===== src/rtl/fb_line_reader_if.sv =====
// Control, RAM read port and output stream of the frame-buffer line reader.
// The slave modport is the reader's view; master is the surrounding system.
interface fb_line_reader_if #(
    parameter int unsigned addr_width = 9,
    parameter int unsigned data_width = 8,
    parameter int unsigned len_width  = 10
);
    logic                  start;
    logic [addr_width-1:0] base_addr;
    logic [len_width-1:0]  length;
    logic                  busy;
    logic                  done;
    logic [addr_width-1:0] raddr;
    logic                  read_en;
    logic [data_width-1:0] rdata;
    logic [data_width-1:0] dout;
    logic                  dout_valid;
    logic                  dout_ready;
    logic                  dout_last;

    modport master (
        output start, base_addr, length, rdata, dout_ready,
        input  busy, done, raddr, read_en, dout, dout_valid, dout_last
    );

    modport slave (
        input  start, base_addr, length, rdata, dout_ready,
        output busy, done, raddr, read_en, dout, dout_valid, dout_last
    );
endinterface


===== src/rtl/fb_line_reader.sv =====
// Scans `length` bytes of the frame-buffer RAM from base_addr (with wrap) and streams them
// out through a 2-entry FIFO that absorbs the RAM's one-cycle read latency.
module fb_line_reader #(
    parameter int unsigned addr_width = 9,
    parameter int unsigned data_width = 8,
    parameter int unsigned len_width  = 10
) (
    input logic             rclk,
    input logic             rst,
    fb_line_reader_if.slave bus
);
    localparam int unsigned Depth = 2 ** addr_width;
    localparam logic [len_width-1:0] MaxLen = len_width'(Depth);

    typedef enum logic [1:0] {StIdle, StRun, StDrain, StDone} state_e;

    state_e                state_q, state_d;
    logic [addr_width-1:0] addr_q;
    logic [addr_width-1:0] raddr_q;
    logic [len_width-1:0]  reads_left_q;
    logic [len_width-1:0]  out_left_q;
    logic [data_width-1:0] mem_q [2];
    logic                  wr_ptr_q, rd_ptr_q;
    logic [1:0]            count_q, count_d;
    logic                  inflight_q;

    logic [len_width-1:0]  len_clamped;
    logic                  valid, pop, last, credit_ok, read_en;

    assign len_clamped = (bus.length > MaxLen) ? MaxLen : bus.length;
    assign valid       = (count_q != 2'd0);
    assign pop         = valid && bus.dout_ready;
    assign last        = valid && (out_left_q == len_width'(1));
    // Occupancy after this cycle's pop, counting the read whose data lands next edge.
    assign credit_ok   = (({1'b0, count_q} + {2'b00, inflight_q} - {2'b00, pop}) < 3'd2);
    assign count_d     = count_q + {1'b0, inflight_q} - {1'b0, pop};

    always_ff @(posedge rclk or posedge rst) begin
        if (rst) begin
            state_q <= StIdle;
        end else begin
            state_q <= state_d;
        end
    end

    always_comb begin
        state_d = state_q;
        unique case (state_q)
            StIdle:  if (bus.start) state_d = (len_clamped == '0) ? StDone : StRun;
            StRun:   if (read_en && (reads_left_q == len_width'(1))) state_d = StDrain;
            StDrain: if (pop && last) state_d = StDone;
            StDone:  state_d = StIdle;
            default: state_d = StIdle;
        endcase
    end

    always_comb begin
        read_en        = (state_q == StRun) && credit_ok;
        bus.read_en    = read_en;
        bus.busy       = (state_q != StIdle);
        bus.done       = (state_q == StDone);
        bus.raddr      = read_en ? addr_q : raddr_q;
        bus.dout       = mem_q[rd_ptr_q];
        bus.dout_valid = valid;
        bus.dout_last  = last;
    end

    always_ff @(posedge rclk or posedge rst) begin
        if (rst) begin
            addr_q       <= '0;
            raddr_q      <= '0;
            reads_left_q <= '0;
            out_left_q   <= '0;
            inflight_q   <= 1'b0;
            wr_ptr_q     <= 1'b0;
            rd_ptr_q     <= 1'b0;
            count_q      <= 2'd0;
            for (int i = 0; i < 2; i++) mem_q[i] <= '0;
        end else begin
            if ((state_q == StIdle) && bus.start) begin
                addr_q       <= bus.base_addr;
                reads_left_q <= len_clamped;
                out_left_q   <= len_clamped;
            end else begin
                if (read_en) begin
                    addr_q       <= addr_q + addr_width'(1);
                    raddr_q      <= addr_q;
                    reads_left_q <= reads_left_q - len_width'(1);
                end
                if (pop) out_left_q <= out_left_q - len_width'(1);
            end
            inflight_q <= read_en;
            if (inflight_q) begin
                mem_q[wr_ptr_q] <= bus.rdata;
                wr_ptr_q        <= ~wr_ptr_q;
            end
            if (pop) rd_ptr_q <= ~rd_ptr_q;
            count_q <= count_d;
        end
    end
endmodule


===== src/flat_wrapper.sv =====
// flat-port wrapper written by rule: the top's interface ports become plain ports
module fb_line_reader_flat 
#(
    parameter int unsigned addr_width = 9,
    parameter int unsigned data_width = 8,
    parameter int unsigned len_width  = 10
)
  (rclk, rst, bus_start, bus_base_addr, bus_length, bus_rdata, bus_dout_ready, bus_busy, bus_done, bus_raddr, bus_read_en, bus_dout, bus_dout_valid, bus_dout_last);
  fb_line_reader_if #(.addr_width(addr_width), .data_width(data_width), .len_width(len_width)) bus_i ();
  input logic rclk;
  input logic rst;
  input wire logic [$bits(bus_i.start)-1:0] bus_start;
  input wire logic [$bits(bus_i.base_addr)-1:0] bus_base_addr;
  input wire logic [$bits(bus_i.length)-1:0] bus_length;
  input wire logic [$bits(bus_i.rdata)-1:0] bus_rdata;
  input wire logic [$bits(bus_i.dout_ready)-1:0] bus_dout_ready;
  output wire logic [$bits(bus_i.busy)-1:0] bus_busy;
  output wire logic [$bits(bus_i.done)-1:0] bus_done;
  output wire logic [$bits(bus_i.raddr)-1:0] bus_raddr;
  output wire logic [$bits(bus_i.read_en)-1:0] bus_read_en;
  output wire logic [$bits(bus_i.dout)-1:0] bus_dout;
  output wire logic [$bits(bus_i.dout_valid)-1:0] bus_dout_valid;
  output wire logic [$bits(bus_i.dout_last)-1:0] bus_dout_last;
  assign bus_i.start = bus_start;
  assign bus_i.base_addr = bus_base_addr;
  assign bus_i.length = bus_length;
  assign bus_i.rdata = bus_rdata;
  assign bus_i.dout_ready = bus_dout_ready;
  assign bus_busy = bus_i.busy;
  assign bus_done = bus_i.done;
  assign bus_raddr = bus_i.raddr;
  assign bus_read_en = bus_i.read_en;
  assign bus_dout = bus_i.dout;
  assign bus_dout_valid = bus_i.dout_valid;
  assign bus_dout_last = bus_i.dout_last;
  fb_line_reader #(.addr_width(addr_width), .data_width(data_width), .len_width(len_width)) u_core (.rclk(rclk), .rst(rst), .bus(bus_i));
endmodule

===== config.mk =====
export PLATFORM = sky130hd
export DESIGN_NAME = fb_line_reader_flat
export DESIGN_NICKNAME = d
export VERILOG_FILES = /design/src/rtl/fb_line_reader_if.sv /design/src/rtl/fb_line_reader.sv /design/src/flat_wrapper.sv
export SDC_FILE = /design/constraint.sdc
export NUM_CORES = 1
export LEC_CHECK = 0
export ABC_AREA = 1
export BUFFER_PORTS_ARGS = -buffer_cell sky130_fd_sc_hd__buf_2
export CORE_UTILIZATION = 55
export DETAILED_ROUTE_END_ITERATION = 16
export GPL_TIMING_DRIVEN = 0
export PLACE_DENSITY = 0.88
export SETUP_SLACK_MARGIN = 0.2
export SLEW_MARGIN = 10
export SYNTH_ARGS = -nofsm -noshare
export SYNTH_HDL_FRONTEND = slang
export SYNTH_SLANG_ARGS = --single-unit

===== constraint.sdc =====
create_clock -name rclk -period 3.56 [get_ports rclk]
set_input_delay 0.178 -clock rclk [delete_from_list [all_inputs] [get_ports rclk]]
set_output_delay 0.178 -clock rclk [all_outputs]
set_load 0.005 [all_outputs]

# After elaboration in Yosys (flattened, before gate mapping)
# Cells that the tools add are included.
# classes
addsub	7
n_mul	0
div	0
n_lt_le_gt_ge	5
n_eq_ne	8
n_shift	0
muxes	19
bitwise	4
n_reduce_logical	14
# op_table
operator	count
10-bit two-way mux	5
8-bit two-way mux	4
9-bit two-way mux	3
10-bit by 1-bit == test with 1-bit output (second input constant)	2
10-bit by 1-bit subtractor with 10-bit output (second input constant)	2
16-bit bitwise mux	1
10-bit > comparator (second input constant)	1
10-bit logical NOT	1
9-bit by 1-bit adder with 9-bit output (second input constant)	1
8-bit demux with 1-bit select	1
2-bit two-way mux	4
2-bit case mux with 4 select lines	1
2-bit nonzero test	4
1-bit logical AND	7
2-bit == test (second input constant)	2
2-bit greater-or-equal comparator (second input constant)	2
2-bit by 1-bit != test with 1-bit output (second input constant)	2
1-bit NOT with 2-bit output	2
2-bit by 1-bit adder with 3-bit output	1
3-bit by 2-bit less-than comparator with 1-bit output (second input constant)	1
3-bit AND reduction	1
3-bit by 1-bit subtractor with 3-bit output	1
2-bit by 1-bit adder with 2-bit output	1
2-bit by 1-bit == test with 1-bit output (second input constant)	1
5 further kinds	6
# word_totals
regBits	61
latch_bits	0
ramBits	0
mem_bits_ro	0
inputBits	31
out_inout_bits	22
word_cells	68
mem_count	0

# Longest topological paths before layout
# logic_depth
word_depth	8
ltp_mapped	19

# Worst setup path before layout
# OpenSTA, ideal clock, no wires.
# synth_path
path_type	register to output
startpoint	register u_core.count_q[1]
endpoint	output bus_raddr[7]
arrival_time_ns	2.424
t_required_ns	3.382
setup_slack_ns	0.958
stages_incl_launch_ff	17
n_path_buf	1
cell_sequence	dfrtp_1 inv_2 nand2_2 nand2_2 inv_2 ha_1 inv_1 ha_1 inv_1 fa_1 nand2_1 inv_1 nand2_2 nor2_4 buf_4 nand2_1 o21ai_0
# synth_between
elab_chain_len	6
# synth_lines
element	line_no	source
start: declaration	fb_line_reader.sv:24	logic [1:0] count_q, count_d;
start signal: assignment	fb_line_reader.sv:98	count_q <= count_d;
2-bit nonzero test	fb_line_reader.sv:31	assign valid = (count_q != 2'd0);
via bus_dout_valid	flat_wrapper.sv:22	output wire logic [$bits(bus_i.dout_valid)-1:0] bus_dout_valid;
1-bit logical AND	fb_line_reader.sv:32	assign pop = valid && bus.dout_ready;
via u_core.pop	fb_line_reader.sv:28	logic valid, pop, last, credit_ok, read_en;
3-bit by 1-bit subtractor with 3-bit output	fb_line_reader.sv:35	assign credit_ok = (({1'b0, count_q} + {2'b00, inflight_q} - {2'b00, pop}) < 3'd2);
3-bit by 2-bit less-than comparator with 1-bit output	fb_line_reader.sv:35	
1-bit logical AND	fb_line_reader.sv:58	read_en = (state_q == StRun) && credit_ok;
via bus_read_en	flat_wrapper.sv:20	output wire logic [$bits(bus_i.read_en)-1:0] bus_read_en;
9-bit two-way mux	fb_line_reader.sv:62	bus.raddr = read_en ? addr_q : raddr_q;
end: declaration	flat_wrapper.sv:19	output wire logic [$bits(bus_i.raddr)-1:0] bus_raddr;
# The timed path passes the listed nets, and every way through them passes these cells.

# Worst setup path in the final report
# layout_path
startpoint	register u_core.count_q[1]
endpoint	output bus_raddr[2]
# layout_between
elab_chain_len	6
# layout_lines
element	line_no
2-bit nonzero test	fb_line_reader.sv:31
1-bit logical AND	fb_line_reader.sv:32
via u_core.pop	fb_line_reader.sv:28
3-bit by 1-bit subtractor with 3-bit output	fb_line_reader.sv:35
3-bit by 2-bit less-than comparator with 1-bit output	fb_line_reader.sv:35
1-bit logical AND	fb_line_reader.sv:58
9-bit two-way mux	fb_line_reader.sv:62
# The timed path passes the listed nets, and every way through them passes these cells.

==> results by group <==
CTS
  – Clock transition at the registers of the reported paths: ~70 ps
  – Post-CTS Hold Fix Bufs: 0
  – Deepest clock path buffer count: 2
  – Num CTS Buffers: 9
  – Root buffer cell: clkbuf_8
  – CTS sink count: 61
  – CTS tree: done
  – # H-tree levels: 3
  – Clk Latency, worst-skew pair: ~350 ps

Die
  – Row Count: 29
  – Starting Density: a little under three fifths
  – Io pins: 53
  – Core area: between 6000 and 7000 um^2
  – Die H: just over 80 um
  – Full die area: 6900 um^2
  – Die W: 83.1 um

Job
  – Max_cap viols: 0

Yosys
  – Post-synth cell types: 39
  – Yosys reg bits: 61
  – Post-synth top area cell: dfrtp_1
  – Post-Synth Simple-Gate Area: between 20 and 30%
  – Ys async rst share: 100%
  – Average size of a mapped cell: ~7.8 um^2
  – Largest family of logic cells by synthesized area: simple AND/OR/NAND/NOR gates
  – Syn Nets: around 500
  – Mux contribution to synthesized area: between 2 and 2.5%
  – Post-Synth XOR/XNOR Area: around 1.9%
  – Post-synth EDFFs: 0
  – Yosys top cell area share: between 40% and 50%
  – Mapped cell area: roughly 3600 um^2
  – Cells after Synth: between 400 and 500
  – Area contributors post-synth: dfrtp_1 42%, nand2_1 11%, inv_1 6.3%
  – Seq/Total Area, Yosys: around 42%
  – Post-synthesis compound-gate area fraction: around 12%
  – Top FF cell, synth: dfrtp_1
  – Ys Warns: 0
  – Adder-cell area share of the yosys netlist: between 4 and 5%

Place
  – Placed instance area: approximately 4000 um^2
  – Placed cell count: between 500 and 600
  – Post-DP HPWL: between 6000 and 7000 um
  – Final GP Congestion: 0.913
  – Number of port buffers: between 50 and 60
  – Place WS: 563 ps

Worst setup path
  – Crit-path max FO: 10
  – Terminus of the critical flop-to-flop path: u_core.reads_left_q[7]
  – FF-to-FF path depth: 19
  – R2r startpoint: u_core.count_q[1]
  – Data required time of the critical path: 3380 ps
  – CP Data Arrival Time: 2970 ps
  – Setup slack, reg-to-reg: 680 ps
  – Worst setup path start: u_core.count_q[1]
  – Worst setup SP type: flop
  – CP Capture Point: bus_raddr[2]
  – Element type at the critical path end: output port
  – Crit path kind: reg -> out

Routing
  – Vias per cell: approximately 5.5
  – Avg WL per Cell: 14.0 um
  – Via Count: approximately 3400
  – DRC Markers: 0
  – DRT Pass-1 Iters: 7
  – Total wire length: 8560 um
  – DR iter-0 viols: 198
  – Antenna Violating Nets Remaining: 0

STA
  – Final setup TNS: 0 ps
  – Final Skew: between 9 and 10 ps
  – Final setup fails: 0
  – Fin. Hold Viols: between 40 and 50
  – Normalized max-slew margin: 49.4%
  – Fmax: around 0.32 GHz
  – Fin crit share: about 89%
  – Final Hold Slack: -35.0 ps
  – RSZ-0062 raised after global routing: false
  – Slew Limit Fails: 0
  – Min setup slack post-route: slightly above 400 ps
  – Post-route minimum period: around 3200 ps
  – Slew @ Worst Pin: ~760 ps

Global routing
  – Initial antenna violation count: 0
  – First-pass GRT wire length: between 10000 and 15000 um
  – Vias in the first global route: roughly 3300
  – GRT overflow: 0
  – Overall routing resource usage: a little over a quarter
  – Pin count of the biggest net entering global routing: 62

Run status
  – Failing checks: hold timing
  – Status: complete, but fails checks

Cells and area
  – P&R area growth vs syn: 16.6%
  – N_diodes: 0
  – Ratio of cells with drive above 1 in the final layout: 22.1%
  – Fin util: 66.4%
  – Layout Nets: roughly 570
  – Post-route cell area: ~4200 um^2
  – Fillers: slightly above 500
  – Non-Filler Instances: between 600 and 700

Power and ir drop
  – PwrDens: 938 nW/um^2
  – Peak supply drop: around 0.45 mV
  – Pwr Total: 3.96 mW
  – Leak Pwr: approximately 2.2 nW

Min path
  – Hold Path Class: in -> async
area by class of cell:
cell class                      instances  area [um^2]  share of cell area, %
Multi-Input combinational cell        322         1740                   41.4
Tap cell                               77         96.3                   2.28
Inverter                               66          255                   6.05
Clock inverter                          4         47.5                   1.13
Timing Repair Buffer                   56          290                   6.88
Clock buffer                           11          151                   3.59
Sequential cell                        61         1530                   36.2
Buffer                                 14          105                   2.49
critical path, stage by stage, from the launching register on:
cell and delay (ps):
dfrtp_1 390, inv_2 70, nand2_2 90, nand2_4 120
inv_2 110, ha_1 310, inv_1 60, ha_1 130
inv_1 50, fa_1 500, nand2_1 60, inv_1 90
nand3_2 170, buf_4 210, o21ai_0 140, buf_2 140
report_power, final:
part           leakage [nW]  internal, mW  switching [mW]
logic                  1.36         0.836            1.18
clock network         0.101         0.355           0.275
registers             0.732          1.04           0.265
cells in the mapped netlist (2+ instances only):
cell type	count
nand2_1	106
or2_2	3
nor2_1	43
nor2_4	3
ha_1	12
o21ai_1	8
xor2_1	5
a22oi_1	6
o21ai_0	41
clkbuf_1	3
nor3_1	5
buf_6	4
mux2_2	8
nand4_1	5
nand2_2	6
inv_1	61
xnor2_1	3
dfrtp_1	61
a21oi_1	13
nor2_2	3
o221ai_1	3
inv_2	3
or2_0	2
inv_4	2
buf_2	4
nand3_1	33
buf_4	3
nand2_4	3
cells in the final DEF (no fill, tap or decap), types with 6 or more instances in the layout:
master,synthesis,layout
mux2_2,8,8
clkbuf_8,0,11
inv_1,61,59
o21ai_0,41,41
nand3_1,33,33
buf_2,4,55
o21ai_1,8,8
nor2_1,43,43
nand2_1,106,106
a21oi_1,13,13
ha_1,12,12
a22oi_1,6,6
buf_4,3,7
dfrtp_1,61,61
timing repair:
item,CTS,global route
setup buffers,1,3
endpoints found under the setup margin,3,9
gates cloned,0,0
pin swaps,1,0
resized for setup,0,5
sequential cells by signal (all words and copies together), names as in the netlist, 2 cells and up:
register,cells
u_core.reads_left_q,10
u_core.addr_q,9
u_core.count_q,2
u_core.mem_q,16
u_core.out_left_q,10
u_core.raddr_q,9
u_core.state_q,2
worst min path at each step:
| stage | endpoint | slack [ps] |
|---|---|---|
| floorplan | u_core.addr_q[2] | 300 |
| global placement | u_core.addr_q[2] | 390 |
| detailed placement | u_core.mem_q[14] | 380 |
| CTS | u_core.raddr_q[3] | 3 |
| global route | u_core.mem_q[14] | 40 |
| finish | u_core.mem_q[14] | -40 |
cell families (layout without fill, tap and decap cells):
logic type / Yosys count / in the layout
AOI/OAI and AO/OA: 78 / 78
xor gates and xnor gates: 8 / 8
adders and majority gates: 13 / 13
buffers and inverters: 80 / 151
DFF: 61 / 61
muxes: 8 / 8
and+or+nand+nor: 215 / 215
metal layers:
metal  up-vias  track usage, %  share of wire (%)
met5         -               0                  0
met4         0            11.1                1.9
met3        18            4.47                5.2
met2       107            42.9                 48
met1      1610            35.0                 45
li1       1625               -                  -
(Power assumes the default switching activity.)
